==> src/rtl/rom_fetch_ctrl.sv <==
`default_nettype none
// ============================================================================
// Module      : rom_fetch_ctrl
// Description : Instruction-fetch sequencer for a 1-cycle synchronous program
//               ROM. Owns the PC, tags ROM data and buffers it in a 2-entry
//               FIFO handed to the CPU over valid/ready; jumps squash stale data.
//               Optional macro FETCH_BYPASS_EN presents a ROM response directly
//               when the FIFO is empty.
// Revision    : 1.0 - initial release
// ============================================================================
module rom_fetch_ctrl #(
  parameter int              DATA      = 16,
  parameter int              ADDR      = 15,
  parameter logic [ADDR-1:0] BOOT_ADDR = '0
) (
  input  logic            a_clk,
  input  logic            reset,
  output logic [ADDR-1:0] rom_addr,
  input  logic [DATA-1:0] rom_q,
  input  logic            jmp,
  input  logic [ADDR-1:0] jmp_addr,
  output logic [DATA-1:0] instr,
  output logic [ADDR-1:0] instr_pc,
  output logic            instr_valid,
  input  logic            instr_ready
);

  localparam logic [ADDR-1:0] PC_ONE = ADDR'(1);

  logic [ADDR-1:0] fetch_pc_q, fetch_pc_d;
  logic            inflight_q, inflight_d;
  logic [ADDR-1:0] inflight_pc_q, inflight_pc_d;
  logic [1:0]      count_q, count_d;
  logic [DATA-1:0] data_q [0:1];
  logic [DATA-1:0] data_d [0:1];
  logic [ADDR-1:0] pc_q   [0:1];
  logic [ADDR-1:0] pc_d   [0:1];

  logic            deq;
  logic            bypass_hit;
  logic [1:0]      occ;
  logic [1:0]      cnt_pop;

  always_comb begin
    rom_addr = jmp ? jmp_addr : fetch_pc_q;

`ifdef FETCH_BYPASS_EN
    // A response arriving into an empty FIFO is shown in its own cycle,
    // unless a jump in this cycle squashes it.
    bypass_hit = inflight_q & ~jmp & ~reset & (count_q == 2'd0);
`else
    bypass_hit = 1'b0;
`endif

    instr_valid = (count_q != 2'd0) | bypass_hit;
    instr       = bypass_hit ? rom_q : data_q[0];
    instr_pc    = bypass_hit ? inflight_pc_q : pc_q[0];
    deq         = instr_valid & instr_ready;
    occ         = count_q + {1'b0, inflight_q} - {1'b0, deq};
  end

  always_comb begin
    fetch_pc_d    = fetch_pc_q;
    inflight_d    = inflight_q;
    inflight_pc_d = inflight_pc_q;
    count_d       = count_q;
    data_d[0]     = data_q[0];
    data_d[1]     = data_q[1];
    pc_d[0]       = pc_q[0];
    pc_d[1]       = pc_q[1];
    cnt_pop       = count_q;

    // Head is entry 0; popping the last entry leaves its values visible.
    if (deq && (count_q != 2'd0)) begin
      cnt_pop = count_q - 2'd1;
      if (count_q == 2'd2) begin
        data_d[0] = data_q[1];
        pc_d[0]   = pc_q[1];
      end
    end
    count_d = cnt_pop;

    if (jmp) begin
      count_d       = 2'd0;
      inflight_d    = 1'b1;
      inflight_pc_d = jmp_addr;
      fetch_pc_d    = jmp_addr + PC_ONE;
    end else begin
      if (inflight_q) begin
        if (bypass_hit) begin
          data_d[0] = rom_q;
          pc_d[0]   = inflight_pc_q;
          count_d   = deq ? 2'd0 : 2'd1;
        end else begin
          data_d[cnt_pop[0]] = rom_q;
          pc_d[cnt_pop[0]]   = inflight_pc_q;
          count_d            = cnt_pop + 2'd1;
        end
      end

      if (occ < 2'd2) begin
        inflight_d    = 1'b1;
        inflight_pc_d = fetch_pc_q;
        fetch_pc_d    = fetch_pc_q + PC_ONE;
      end else begin
        inflight_d = 1'b0;
      end
    end
  end

  always_ff @(posedge a_clk) begin
    if (reset) begin
      fetch_pc_q    <= BOOT_ADDR;
      inflight_q    <= 1'b0;
      inflight_pc_q <= '0;
      count_q       <= 2'd0;
      data_q[0]     <= '0;
      data_q[1]     <= '0;
      pc_q[0]       <= '0;
      pc_q[1]       <= '0;
    end else begin
      fetch_pc_q    <= fetch_pc_d;
      inflight_q    <= inflight_d;
      inflight_pc_q <= inflight_pc_d;
      count_q       <= count_d;
      data_q[0]     <= data_d[0];
      data_q[1]     <= data_d[1];
      pc_q[0]       <= pc_d[0];
      pc_q[1]       <= pc_d[1];
    end
  end

endmodule
`default_nettype wire

==> config.mk <==
export PLATFORM = sky130hd
export DESIGN_NAME = rom_fetch_ctrl
export DESIGN_NICKNAME = d
export VERILOG_FILES = /design/src/rtl/rom_fetch_ctrl.sv
export SDC_FILE = /design/constraint.sdc
export NUM_CORES = 1
export LEC_CHECK = 0
export ABC_AREA = 0
export CORE_AREA = 2 2 178 93
export DETAILED_ROUTE_END_ITERATION = 6
export DIE_AREA = 0 0 180 95
export GPL_ROUTABILITY_DRIVEN = 0
export GPL_TIMING_DRIVEN = 0
export SYNTH_ARGS = -nofsm -noshare
export SYNTH_HDL_FRONTEND = slang
export SYNTH_SLANG_ARGS = --single-unit
==> constraint.sdc <==
create_clock -name a_clk -period 2.8 [get_ports a_clk]
set_input_delay 0.28 -clock a_clk [delete_from_list [all_inputs] [get_ports a_clk]]
set_output_delay 0.28 -clock a_clk [all_outputs]
set_load 0.05 [all_outputs]
# Yosys cells after proc, flatten, opt, wreduce, memory -nomap -nowiden
# Memories as Yosys holds them, arrays and structs flattened.
# Index checks and enable logic that the tools add are counted.
# word_totals
memories	2
ram_bits	62
in_bits	35
reg_bits	33
out_inout_bits	47
word_cells	57
# memory_table
memory	depth	word_bits	rd	rd_ports_with_merged_regs	write_ports	line	rtl
data_q	2	16	2	0	2	34	logic [DATA-1:0] data_q [0:1];
pc_q	2	15	2	0	2	36	logic [ADDR-1:0] pc_q [0:1];
# classes
n_reduce_logical	5
n_lt_le_gt_ge	3
eq_ne	1
muxes	30
addsub	6
n_bitwise	6
# ops
op	n
$mux 15	10
$mux 16	5
$mux 32	2
$mux 30	2
$bwmux 32	1
$add 15x1->15 const B	2
$bwmux 30	1
$demux 16 s1	1
$demux 15 s1	1
$mux 1	5
$mux 2	2
$or 1x1->1	4
$reduce_bool 2->1	2
$add 2x1->2	1
$add 2x1->2 const B	1
$eq 2x2->1 const B	1
$ge 2x2->1 const B	1
$logic_and 1x1->1	2
$lt 2x1->1 const B	1
$lt 2x2->1 const B	1
$not 1->2	1
$reduce_or 2->1	1
$sub 2x1->2	1
$sub 2x1->2 const B	1
$and 1x1->1	1

# Logic depth before layout (Yosys ltp)
# Gate-level depths: netlist of run 1.
# depth
ltp_word	13
ltp_mapped	14
mapped_depth_nobuf	9

# Worst setup path before layout of run 1
# No wires, ideal clock.
# synth_path
path_kind	flip-flop to flip-flop
start	register count_q[0]
end	register fetch_pc_q[14]
n_path_buf	5
arrival_time_ps	2614
setup_slack_ps	69
setup_ps	117
stages_incl_launch_ff	15
period_less_slack_ps	2731
required_time_ps	2683
cell_sequence	dfxtp_1 -> inv_1 -> ha_1 -> nor2b_1 -> buf_2 -> buf_2 -> clkbuf_1 -> ha_1 -> nor2b_1 -> xnor2_1 -> or2_1 -> buf_2 -> buf_2 -> nor2_2 -> a22o_1
# synth_between
elab_chain_cells	5
word_cells_on_any_way	6
classes_between	add/sub (2); order compare (1); bitwise (1); reduce/logical (2)
# synth_lines
element	line	rtl
from (decl)	33	logic [1:0] count_q, count_d;
from (signal assigned)	125	count_q <= count_d;
parallel branches: the longest is 2 deep, another holds $add 2x1->2	--	
$sub 2x1->2 *	59	occ = count_q + {1'b0, inflight_q} - {1'b0, deq};
$lt 2x2->1 *	101	if (occ < 2'd2) begin
$reduce_bool 2->1 (no line) *	--	
to (signal assigned)	122	fetch_pc_q <= fetch_pc_d;
to (decl)	30	logic [ADDR-1:0] fetch_pc_q, fetch_pc_d;
# Mark *: on every way between the ends.
# A chain may end at the register's enable or synchronous reset.

# Worst setup path after layout of run 1
# Same ends and word-level chain as after synthesis.

==> results.sh, run 1 <==
export IMPL_status="finished, final reports clean"
export IMPL_worst_setup_path_start_kind="flop"
export IMPL_area_delta_synth_final_pct=30.4
export IMPL_wl_per_cell_um=15.0
export IMPL_grt_util_all_layers_pct=15.5
export IMPL_fmaxAchievable_mhz=385
export IMPL_fin_crit_ns=2.60
export IMPL_slowest_delay_ns=0.36
export IMPL_hold_class="in -> reg"
export IMPL_drive_gt1_share_pct=15.1
export IMPL_yosysSeqAreaShare_pct=41.6
export IMPL_cts_tree="built"
export IMPL_min_to="inflight_q$_SDFF_PP0_"
export IMPL_pin_count=82
export IMPL_die_w_um=180
export IMPL_drt_total_wl_um=13000
export IMPL_fp_coreArea_sq_um=15700
export IMPL_cp_cell_sequence="inv_2, ha_2, nor2b_1, clkbuf_4, buf_8, ha_1, nor2b_2, xnor2_2, or2_1, buf_2, buf_6, nor2_2, a22o_1"
export IMPL_slowest_stage="dfxtp_1"
export IMPL_tightest_slew_ns=0.610
export IMPL_overflow=0
export IMPL_period_share_pct=92.9
export IMPL_dpl_worst_slack_ns=-0.502
export IMPL_cts_inserted_buffers=9
export IMPL_final_common_cell="nand2_1"
export IMPL_synth_edf_count=0
export IMPL_path_clk_slew_ns=0.06
export IMPL_grt_pass1_vias=3921
export IMPL_yosys_area_top_type="dfxtp_1"
export IMPL_h_tree_depth=3
export IMPL_crit_family="buffers and inverters"
export IMPL_portBuffers=79
export IMPL_async_reset_ff_share_pct=0
export IMPL_antenna_found_initial=1
export IMPL_fin_nets=689
export IMPL_rows=33
export IMPL_crit_fanout=19
export IMPL_start_util_pct=29.1
export IMPL_ys_ff_latch=95
export IMPL_ant_nets=0
export IMPL_cts_sinks=95
export IMPL_final_cell_mix="115 x nand2_1, 94 x dfxtp_1, 79 x clkdlybuf4s50_1"
export IMPL_crit_buf_inv=5
export IMPL_reg2regPathDepth=13
export IMPL_hp_start="reset"
export IMPL_finalHoldViolCount=0
export IMPL_grt_pass1_wl_um=20900
export IMPL_initialDrtViolationCount=383
export IMPL_arrival_ns=2.83
export IMPL_powerDensity_nw_per_um2=615
export IMPL_n_antenna_cell=0
export IMPL_synth_area_top_cells="dfxtp_1 42%, nand2_1 9.4%, a311oi_1 5.9%"
export IMPL_syn_mean_instance_area_sq_um=8.17
export IMPL_synth_top_area_share_pct=41.6
export IMPL_fin_ws_ns=0.200
export IMPL_yosys_warnings=0
export IMPL_leakage_nw=2.21
export IMPL_die_area_sq_um=17100
export IMPL_fin_setup_tns_ns=0
export IMPL_rrSetupSlack_ns=0.20
export IMPL_drc=0
export IMPL_skew_ns=0.00801
export IMPL_r2r_end="fetch_pc_q[14]$_SDFFE_PP0P_"
export IMPL_syn_nets=600
export IMPL_num_vias=4178
export IMPL_dpl_hpwl_um=9590
export IMPL_synth_ff_type="dfxtp_1"
export IMPL_clk_path_buf_depth=2
export IMPL_insertion_delay_ns=0.34
export IMPL_synthCells=560
export IMPL_final_max_slew_viol_count=0
export IMPL_critical_path_class="reg -> reg"
export IMPL_rsz0062_at_grt="no"
export IMPL_ir_worst_vdd_mv=0.273
export IMPL_vias_per_cell=4.84
export IMPL_dr_pass1_iters=5
export IMPL_cap_viol_max_count=0
export IMPL_hold_path_depth=2
export IMPL_cp_required_ns=3.03
export IMPL_setup_viol=0
export IMPL_synth_area_sq_um=4580
export IMPL_timing_rr_start="count_q[0]$_SDFF_PP0_"
export IMPL_slew_headroom_pct=59.3
export IMPL_grt_max_degree=20
export IMPL_synth_cell_types=53
export IMPL_die_y_um=95
export IMPL_root_buffer="clkbuf_16"
export IMPL_endpoint_kind="flop"
==> metal layers <==
metal  share of wire [%]  track usage [%]  wire length, um
met5                   0                0                0
met4                0.68             2.44               88
met3                 5.4             3.74              703
met2                  38             21.5             4930
met1                  56             24.0             7240
==> area by class of cell <==
type	instances	area (sq um)
inverter	7	26.3
clock buffer	10	229
buffer	74	468
multi-input combinational	383	2220
sequential	95	1900
tap	210	263
clock inverter	6	67.6
fill	1606	9760
timing repair buffer	79	791
==> worst max path at each step <==
stage / endpoint / cells past startpoint / startpoint
floorplan: fetch_pc_q[14]$_SDFFE_PP0P_ / 14 / count_q[0]$_SDFF_PP0_
global placement: fetch_pc_q[14]$_SDFFE_PP0P_ / 13 / instr_ready
detailed placement: fetch_pc_q[14]$_SDFFE_PP0P_ / 14 / count_q[0]$_SDFF_PP0_
CTS: fetch_pc_q[14]$_SDFFE_PP0P_ / 13 / count_q[0]$_SDFF_PP0_
global route: fetch_pc_q[12]$_SDFFE_PP0P_ / 13 / count_q[1]$_SDFF_PP0_
finish: fetch_pc_q[14]$_SDFFE_PP0P_ / 13 / count_q[0]$_SDFF_PP0_
==> stage by stage <==
stage / hold WS [ns] / total power, mW / utilization [%] / instance area [sq um] / std cells
final: 0.358 / 3.67 / 37.9 / 5970 / 864
after global routing: 0.420 / 3.82 / 37.9 / 5970 / 864
after CTS: 0.385 / 3.68 / 37.7 / 5930 / 864
after detailed placement: 0.447 / 2.44 / 35.8 / 5630 / 849
after global placement: 0.444 / 2.44 / 35.8 / 5630 / 849
after floorplan: 0.416 / 2.15 / - / 4580 / 560
==> worst register-to-register path, cell delays in order, from the launching register on <==
cell and delay [ns]:
dfxtp_1 0.36, inv_2 0.09, ha_2 0.21, nor2b_1 0.10, clkbuf_4 0.18, buf_8 0.17
ha_1 0.26, nor2b_2 0.16, xnor2_2 0.18, or2_1 0.15, buf_2 0.17, buf_6 0.17
nor2_2 0.05, a22o_1 0.25
==> Yosys cell counts (2+ instances only) <==
master    number
nor2b_1        2
a31oi_1        2
clkbuf_1      19
nand2_1      115
nand4_1        5
a21oi_1       42
nand3b_1       6
a311oi_1      31
buf_4         32
inv_1          7
nor2_2         2
dfxtp_1       95
mux2_2        10
nor3_1        10
a211oi_2       3
xnor2_1        7
a211oi_1       4
xor2_1         4
buf_6          4
buf_2         17
a22o_1         2
nand4b_1       2
nand3_1       39
buf_1          3
nor2_1        61
nand3b_4       2
mux2i_1        3
nor3b_1        2
ha_1           5
==> report_power, final <==
group	switching (mW)	leakage (nW)	internal, mW	total (mW)
clock	0.551	0.139	0.698	1.25
sequential	0.0764	0.778	1.45	1.53
combinational	0.542	1.29	0.348	0.891
total	1.17	2.21	2.50	3.67
==> cell families (layout without fill, tap and decap cells) <==
family / Yosys count / in the layout / share of synthesized area (%)
simple gates: 256 / 256 / 25.4
compound gates: 96 / 96 / 15.4
flops: 95 / 95 / 41.6
buf+inv: 82 / 176 / 10.5
mux: 15 / 15 / 3.66
xor+xnor: 11 / 11 / 2.11
fa+ha+maj: 5 / 5 / 1.37
==> what timing repair did <==
item | in CTS | in global routing
pin swaps | 0 | 1
hold buffers | 0 | 0
hold endpoints to repair | 0 | 0
setup endpoints to repair | 31 | 29
resized for setup | 4 | 9
setup buffers | 0 | 0
gates cloned | 0 | 0
No activity file was read; power rests on OpenSTA's default activity.
==> run 2: changes to the inputs <==
--- a/config.mk
+++ b/config.mk
@@ -5,7 +5,6 @@
 export SDC_FILE = /design/constraint.sdc
 export NUM_CORES = 1
 export LEC_CHECK = 0
-export ABC_AREA = 0
 export CORE_AREA = 2 2 178 93
 export DETAILED_ROUTE_END_ITERATION = 6
 export DIE_AREA = 0 0 180 95
==> results of run 2 <==
The final DEF is identical to that of run 1; final timing and power are the same.
